===== config.mk =====
export PLATFORM = sky130hd
export DESIGN_NAME = vga_timing_gen
export DESIGN_NICKNAME = d
export VERILOG_FILES = /design/src/rtl/vga_timing_gen.sv
export SDC_FILE = /design/constraint.sdc
export NUM_CORES = 1
export LEC_CHECK = 0
export ABC_AREA = 1
export BUFFER_PORTS_ARGS = -buffer_cell sky130_fd_sc_hd__buf_2
export CORE_MARGIN = 10
export CORE_UTILIZATION = 35
export DETAILED_ROUTE_END_ITERATION = 8
export GPL_ROUTABILITY_DRIVEN = 0
export GPL_TIMING_DRIVEN = 0
export PLACE_DENSITY_LB_ADDON = 0.2
export SYNTH_ARGS = -nofsm -noshare
export SYNTH_HDL_FRONTEND = slang
export SYNTH_SLANG_ARGS = --single-unit

===== constraint.sdc =====
create_clock -name vga_clk -period 1.9 [get_ports vga_clk]
set_clock_uncertainty 0.1 [all_clocks]
set_input_delay 0.285 -clock vga_clk [delete_from_list [all_inputs] [get_ports vga_clk]]
set_output_delay 0.285 -clock vga_clk [all_outputs]
set_load 0.01 [all_outputs]

===== src/rtl/vga_timing_gen.sv =====
// Parametrised VGA timing generator: sync/blank/RGB registered outputs plus an
// early pixel request so pipelined content sources line up with active video.
module vga_timing_gen #(
    parameter int H_SYNC   = 96,
    parameter int H_BACK   = 48,
    parameter int H_DISP   = 640,
    parameter int H_FRONT  = 16,
    parameter int V_SYNC   = 2,
    parameter int V_BACK   = 33,
    parameter int V_DISP   = 480,
    parameter int V_FRONT  = 10,
    parameter int HS_POL   = 0,
    parameter int VS_POL   = 0,
    parameter int RGB_W    = 24,
    parameter int REQ_LEAD = 1,
    parameter int XW       = 10,
    parameter int YW       = 10
) (
    input  logic             vga_clk,
    input  logic             sys_rst_n,
    input  logic             en,
    input  logic [RGB_W-1:0] pixel_data,
    output logic             pixel_req,
    output logic [XW-1:0]    pixel_xpos,
    output logic [YW-1:0]    pixel_ypos,
    output logic             vga_hs,
    output logic             vga_vs,
    output logic             vga_blk,
    output logic [RGB_W-1:0] vga_rgb,
    output logic             frame_start,
    output logic             line_start
);

    localparam int H_TOTAL = H_SYNC + H_BACK + H_DISP + H_FRONT;
    localparam int V_TOTAL = V_SYNC + V_BACK + V_DISP + V_FRONT;
    localparam int H_START = H_SYNC + H_BACK;
    localparam int H_END   = H_START + H_DISP;
    localparam int V_START = V_SYNC + V_BACK;
    localparam int V_END   = V_START + V_DISP;
    localparam int HCW     = (H_TOTAL > 1) ? $clog2(H_TOTAL) : 1;
    localparam int VCW     = (V_TOTAL > 1) ? $clog2(V_TOTAL) : 1;

    localparam logic HS_ACT = (HS_POL != 0);
    localparam logic VS_ACT = (VS_POL != 0);

    logic [HCW-1:0] h_cnt_reg, h_cnt_next;
    logic [VCW-1:0] v_cnt_reg, v_cnt_next;

    logic             hs_reg, hs_next;
    logic             vs_reg, vs_next;
    logic             blk_reg, blk_next;
    logic [RGB_W-1:0] rgb_reg, rgb_next;
    logic             fs_reg, fs_next;
    logic             ls_reg, ls_next;

    // Signed copies of the counters keep every range compare free of unsigned corner cases.
    int h_pos;
    int v_pos;
    assign h_pos = int'(h_cnt_reg);
    assign v_pos = int'(v_cnt_reg);

    logic h_last, v_last;
    logic h_act, v_act, act;
    logic h_req;

    assign h_last = (h_pos == H_TOTAL - 1);
    assign v_last = (v_pos == V_TOTAL - 1);
    assign h_act  = (h_pos >= H_START) && (h_pos < H_END);
    assign v_act  = (v_pos >= V_START) && (v_pos < V_END);
    assign act    = h_act && v_act;
    assign h_req  = (h_pos >= H_START - REQ_LEAD) && (h_pos < H_END - REQ_LEAD);

    assign pixel_req  = en && v_act && h_req;
    assign pixel_xpos = pixel_req ? XW'(h_pos + REQ_LEAD - H_START) : '0;
    assign pixel_ypos = pixel_req ? YW'(v_pos - V_START) : '0;

    always_comb begin
        h_cnt_next = h_cnt_reg;
        v_cnt_next = v_cnt_reg;
        if (!en) begin
            h_cnt_next = '0;
            v_cnt_next = '0;
        end else if (h_last) begin
            h_cnt_next = '0;
            v_cnt_next = v_last ? '0 : v_cnt_reg + VCW'(1);
        end else begin
            h_cnt_next = h_cnt_reg + HCW'(1);
        end
    end

    // pixel_data arriving now belongs to the request made REQ_LEAD cycles ago,
    // which is exactly the pixel at the current counter position.
    always_comb begin
        hs_next  = !HS_ACT;
        vs_next  = !VS_ACT;
        blk_next = 1'b0;
        rgb_next = '0;
        fs_next  = 1'b0;
        ls_next  = 1'b0;
        if (en) begin
            hs_next  = (h_pos < H_SYNC) ? HS_ACT : !HS_ACT;
            vs_next  = (v_pos < V_SYNC) ? VS_ACT : !VS_ACT;
            blk_next = act;
            rgb_next = act ? pixel_data : '0;
            ls_next  = (h_cnt_reg == '0);
            fs_next  = (h_cnt_reg == '0) && (v_cnt_reg == '0);
        end
    end

    always_ff @(posedge vga_clk or negedge sys_rst_n) begin
        if (!sys_rst_n) begin
            h_cnt_reg <= '0;
            v_cnt_reg <= '0;
            hs_reg    <= !HS_ACT;
            vs_reg    <= !VS_ACT;
            blk_reg   <= 1'b0;
            rgb_reg   <= '0;
            fs_reg    <= 1'b0;
            ls_reg    <= 1'b0;
        end else begin
            h_cnt_reg <= h_cnt_next;
            v_cnt_reg <= v_cnt_next;
            hs_reg    <= hs_next;
            vs_reg    <= vs_next;
            blk_reg   <= blk_next;
            rgb_reg   <= rgb_next;
            fs_reg    <= fs_next;
            ls_reg    <= ls_next;
        end
    end

    assign vga_hs      = hs_reg;
    assign vga_vs      = vs_reg;
    assign vga_blk     = blk_reg;
    assign vga_rgb     = rgb_reg;
    assign frame_start = fs_reg;
    assign line_start  = ls_reg;

endmodule


# --- Word level (Yosys, flattened, before mapping) ---
# Cells that the tools add are included.
totals:
  input_bits: 27
  regBits: 49
  word_cells: 49
op_classes:
  n_addsub: 5
  muxes: 16
  eq_ne: 3
  order_cmp: 8
  n_reduce_logical: 9
ops:
  columns: ["op", "n"]
  rows:
  - ["$mux 10", 7]
  - ["$mux 24", 2]
  - ["$add 10x1->10 const B", 3]
  - ["$lt 10x10->1 const B", 3]
  - ["$ge 10x8->1 const B", 2]
  - ["$logic_not 10->1", 2]
  - ["$eq 10x10->1 const B", 1]
  - ["$eq 10x9->1 const B", 1]
  - ["$ge 10x6->1 const B", 1]
  - ["$lt 10x2->1 const B", 1]
  - ["$lt 10x7->1 const B", 1]
  - ["$sub 10x6->10 const B", 1]
  - ["$sub 10x8->10 const B", 1]
  - ["$logic_and 1x1->1", 7]
  - ["$mux 1", 7]
  - ["$ne 2x1->1 const B", 1]

# --- Logic depth before layout (Yosys ltp) ---
logic_depth:
  word_depth: 5
  depth_mapped: 10

# --- Worst setup path before layout ---
# OpenSTA, ideal clock, no wires.
synth_timing:
  path_type: "register to output"
  from: "register v_cnt_reg[0]"
  to: "output pixel_ypos[0]"
  required_time_ps: 1515
  arrival_ps: 1492
  path_slack_ps: 23
  path_buffers: 1
  stages_incl_launch_ff: 11
  cell_sequence: "dfrtp_1 ha_1 nor2_2 nand2_1 nand2_2 nand2_1 nand3_2 nor2_4 nand2_2 buf_6 nor2_2"
synth_via:
  elab_chain_cells: 5
synth_lines:
  columns: ["item", "line", "rtl"]
  rows:
  - ["start, declared", "47", "logic [VCW-1:0] v_cnt_reg, v_cnt_next;"]
  - ["start signal, assigned", "122", "v_cnt_reg <= v_cnt_next;"]
  - ["$ge 10x6->1 or $lt 10x10->1 (tied branches)", "69", "assign v_act = (v_pos >= V_START) && (v_pos < V_END);"]
  - ["$logic_and 1x1->1", "69", null]
  - ["$logic_and 1x1->1 (2 in a row)", "73", "assign pixel_req = en && v_act && h_req;"]
  - ["$mux 10 (*)", "75", "assign pixel_ypos = pixel_req ? YW'(v_pos - V_START) : '0;"]
  - ["end, declared", "25", "output logic [YW-1:0] pixel_ypos,"]
# Every way passes the cells marked *; elsewhere a longest branch is shown, timed or not.

# --- Worst setup path after layout ---
layout_timing:
  from: "register v_cnt_reg[0]"
  to: "output pixel_xpos[5]"
layout_via:
  elab_chain_cells: 5
layout_lines:
  columns: ["item", "line", "rtl"]
  rows:
  - ["$ge 10x6->1 or $lt 10x10->1 (tied branches)", "69", null]
  - ["$logic_and 1x1->1 (*)", "69", null]
  - ["$logic_and 1x1->1 (*) (2 in a row)", "73", null]
  - ["$mux 10 (*)", "74", "assign pixel_xpos = pixel_req ? XW'(h_pos + REQ_LEAD - H_START) : '0;"]
  - ["end, declared", "24", "output logic [XW-1:0] pixel_xpos,"]
# Marks and branches as above.

==> flow_summary_export.csv <==
group,metric,value,unit
synthesis,synthArstFlopShare,100,%
worst_setup_path,worstPathRequired,1510,ps
placement,dp_slack,-347,ps
worst_setup_path,crit_path_start_kind,"register",
sta,rsz0062_at_grt,"yes",
global_routing,overflow,0,
pwr,powerDensity,505,mW/mm^2
worst_setup_path,reg2reg_slack,130,ps
sta,setup_ws,-269,ps
route,drc,0,
pwr,combPwrFrac,7.4,%
route,post_drt_wl_per_cell,13.0,um
floorplanning,fp.dieH,110,um
synthesis,synthCells,338,
cells_and_area,drive_gt1_share,46.4,%
global_routing,grt.total_usage,11.8,%
floorplanning,fp-row-count,32,
route,vias_per_cell,4.50,
cells_and_area,nets,472,
clock_tree,cts_buffers,5,
sta,min_period,2170,ps
pwr,switching_share,24.8,%
synthesis,yosys_warnings,0,
floorplanning,start_util,36.1,%
sta,setup_viol,21,
pwr,p_leak,2.15,nW
global_routing,antenna_found_initial,0,
status,violations,"setup timing",
pwr,clockPowerShare,35.8,%
global_routing,first_global_vias,2381,
cells_and_area,fin_util,47.8,%
synthesis,yosysMostFrequentCell,"nand2_1",
cells_and_area,final_area,0.00371,mm^2
cells_and_area,num_antenna_cells,0,
route,drtAntennaViolNets,0,
worst_setup_path,r2r_cells,11,
worst_setup_path,cp-end-kind,"output port",
synthesis,ys_types,26,
sta,max_freq,461,MHz
worst_setup_path,path_class,"register to output port",
clock_tree,root_buffer,"clkbuf_8",
worst_setup_path,reg2reg_to,"v_cnt_reg[4]",
pwr,p_sw,465,uW
clock_tree,clock_latency,300,ps
clock_tree,clock-sinks,49,
route,drtIter0Drc,46,
sta,finalHoldViolCount,0,
pwr,vdd_ir_drop_max,0.288,mV
worst_setup_path,arrival,1780,ps
synthesis,yosys.area.top_type,"dfrtp_1",
cells_and_area,area_growth_syn_to_layout,32.3,%
pwr,p_int,1.41,mW
worst_setup_path,crit_end,"pixel_xpos[5]",
floorplanning,coreArea,0.00777,mm^2
min_path,hold_path.class,"input pin to asynchronous set/reset pin",
placement,io_buffer_count,76,
worst_setup_path,r2r_start,"h_cnt_reg[0]",
clock_tree,htreeDepth,2,
placement,dp_cells,516,
synthesis,ys_top_cells_by_count,"nand2_1 (63), inv_1 (52), dfrtp_1 (47), nor2_1 (39), nor2_4 (23)",
synthesis,ys.flop_type,"dfrtp_1",
pwr,pwr-share-seq,56.7,%
clock_tree,clock_path_buffers,2,
sta,min_period_over_period,114,%
route,routed_wl,7080,um
floorplanning,fp.dieW,110,um
worst_setup_path,crit_start,"v_cnt_reg[0]",
placement,dpl_cell_area,0.00331,mm^2
cells_and_area,stdcell_count,544,
placement,hpwl,5220,um
sta,tightest_slew,1100,ps
sta,slew_headroom,26.9,%
sta,drv_slew,0,
synthesis,syn-cell-area,0.00281,mm^2
global_routing,grt_max_degree,50,
global_routing,grt_pass1_wl,11400,um
floorplanning,die-area,0.0120,mm^2
floorplanning,io_pins,77,
worst_setup_path,cp_max_fo,10,
route,vias,2446,
synthesis,syn_avg_cell_area,8.30,um^2
synthesis,synth-edff-count,0,
cells_and_area,largest_reg_flops,24,
route,first_pass_iters,4,
synthesis,ys_seq_elements,49,
clock_tree,clkTransAtPathRegs,90,ps
synthesis,seq_area_frac_synth,43.8,%
pwr,total_power,1.87,mW
synthesis,synth_top_area_share,41.9,%
job,drv_cap,0,
synthesis,synth_nets,369,
synthesis,synthTopCellsByArea,"dfrtp_1 (42%), nor2_4 (9.2%), nand2_1 (8.4%)",
clock_tree,postCtsHoldBufs,0,
clock_tree,cts_tree,"done",
status,status,"finished with violations",
-- power groups by stage --
| stage | Combinational [mW] | Sequential [mW] | Clock (mW) |
|---|---|---|---|
| final | 0.139 | 1.06 | 0.672 |
| after detailed placement | 0.128 | 1.08 | 0 |
| after floorplan | 0.0570 | 1.09 | 0 |
| after global routing | 0.159 | 1.07 | 0.744 |
| after global placement | 0.128 | 1.08 | 0 |
| after CTS | 0.137 | 1.06 | 0.698 |
-- through the flow --
stage	TNS [ps]	hold WS, ps
finish	-5200	73.4
global route	-7650	67.0
CTS	-6320	66.6
detailed placement	-7300	401
global placement	-6670	396
floorplan	0	-111
-- cell families (layout without fill, tap and decap cells) --
kind of cell	after synthesis	count (layout)	share of synthesized area [%]
AND/OR/NAND/NOR	184	184	35.6
XOR/XNOR	11	11	3.43
AO/OA/AOI/OAI	20	20	3.75
flip-flops	49	49	43.8
buffers and inverters	70	174	11.6
adder cells (fa/ha/maj)	4	4	1.78
-- cell type report --
type                       count  area [um^2]
timing repair buffer          96          534
inverter                      61          231
fill                         801         4060
sequential                    49         1240
tap                          102          128
multi-input combinational    219         1370
clock buffer                   6         82.6
buffer                         9          111
clock inverter                 2         17.5
-- routing by layer --
layer / wire (um) / part of all wire [%] / vias to the layer above / track usage [%]
li1: - / - / 1232 / -
met1: 2990 / 42 / 1133 / 14.5
met2: 3260 / 46 / 72 / 18.1
met3: 746 / 11 / 9 / 5.68
met4: 88 / 1.2 / 0 / 3.44
met5: 0 / 0 / - / 0
-- repair_timing --
action	4_1_cts	5_1_grt
cloned	0	0
endpoints found under the setup margin	41	38
gates resized for setup	15	32
pin swaps	4	9
setup buffers	9	11
-- worst max-delay path: stages, from the launching register on --
cell     delay, ps
dfrtp_2        440
ha_4           180
nor2_4         100
nand2_2         80
nand2_2         80
nand2_2         50
nand3_2         90
nor2_4          40
nand2_4         90
buf_8          160
nor2_2          40
buf_2          130
-- placed cells by master (no fill, tap or decap), types with 6 or more instances in the layout --
master,instances
buf_2,78
nor2_2,21
nand2_2,10
nor2_4,28
xor2_1,10
a21oi_1,6
dfrtp_2,8
nand3_1,14
nor2_1,33
dfrtp_1,39
buf_4,20
inv_1,51
nand4_1,11
clkbuf_8,6
nand2_1,55
o21ai_0,9
inv_2,9
-- worst min path at each step --
stage               slack, ps  depth (start not counted)            to           start
finish                     70                          1  v_cnt_reg[4]       sys_rst_n
global route               70                          3   vga_rgb[23]  pixel_data[23]
CTS                        70                          3   vga_rgb[23]  pixel_data[23]
detailed placement        400                          3   vga_rgb[23]  pixel_data[23]
global placement          400                          3   vga_rgb[23]  pixel_data[23]
floorplan                -110                          0   frame_start       sys_rst_n
No activity file was read; power rests on OpenSTA's default activity.
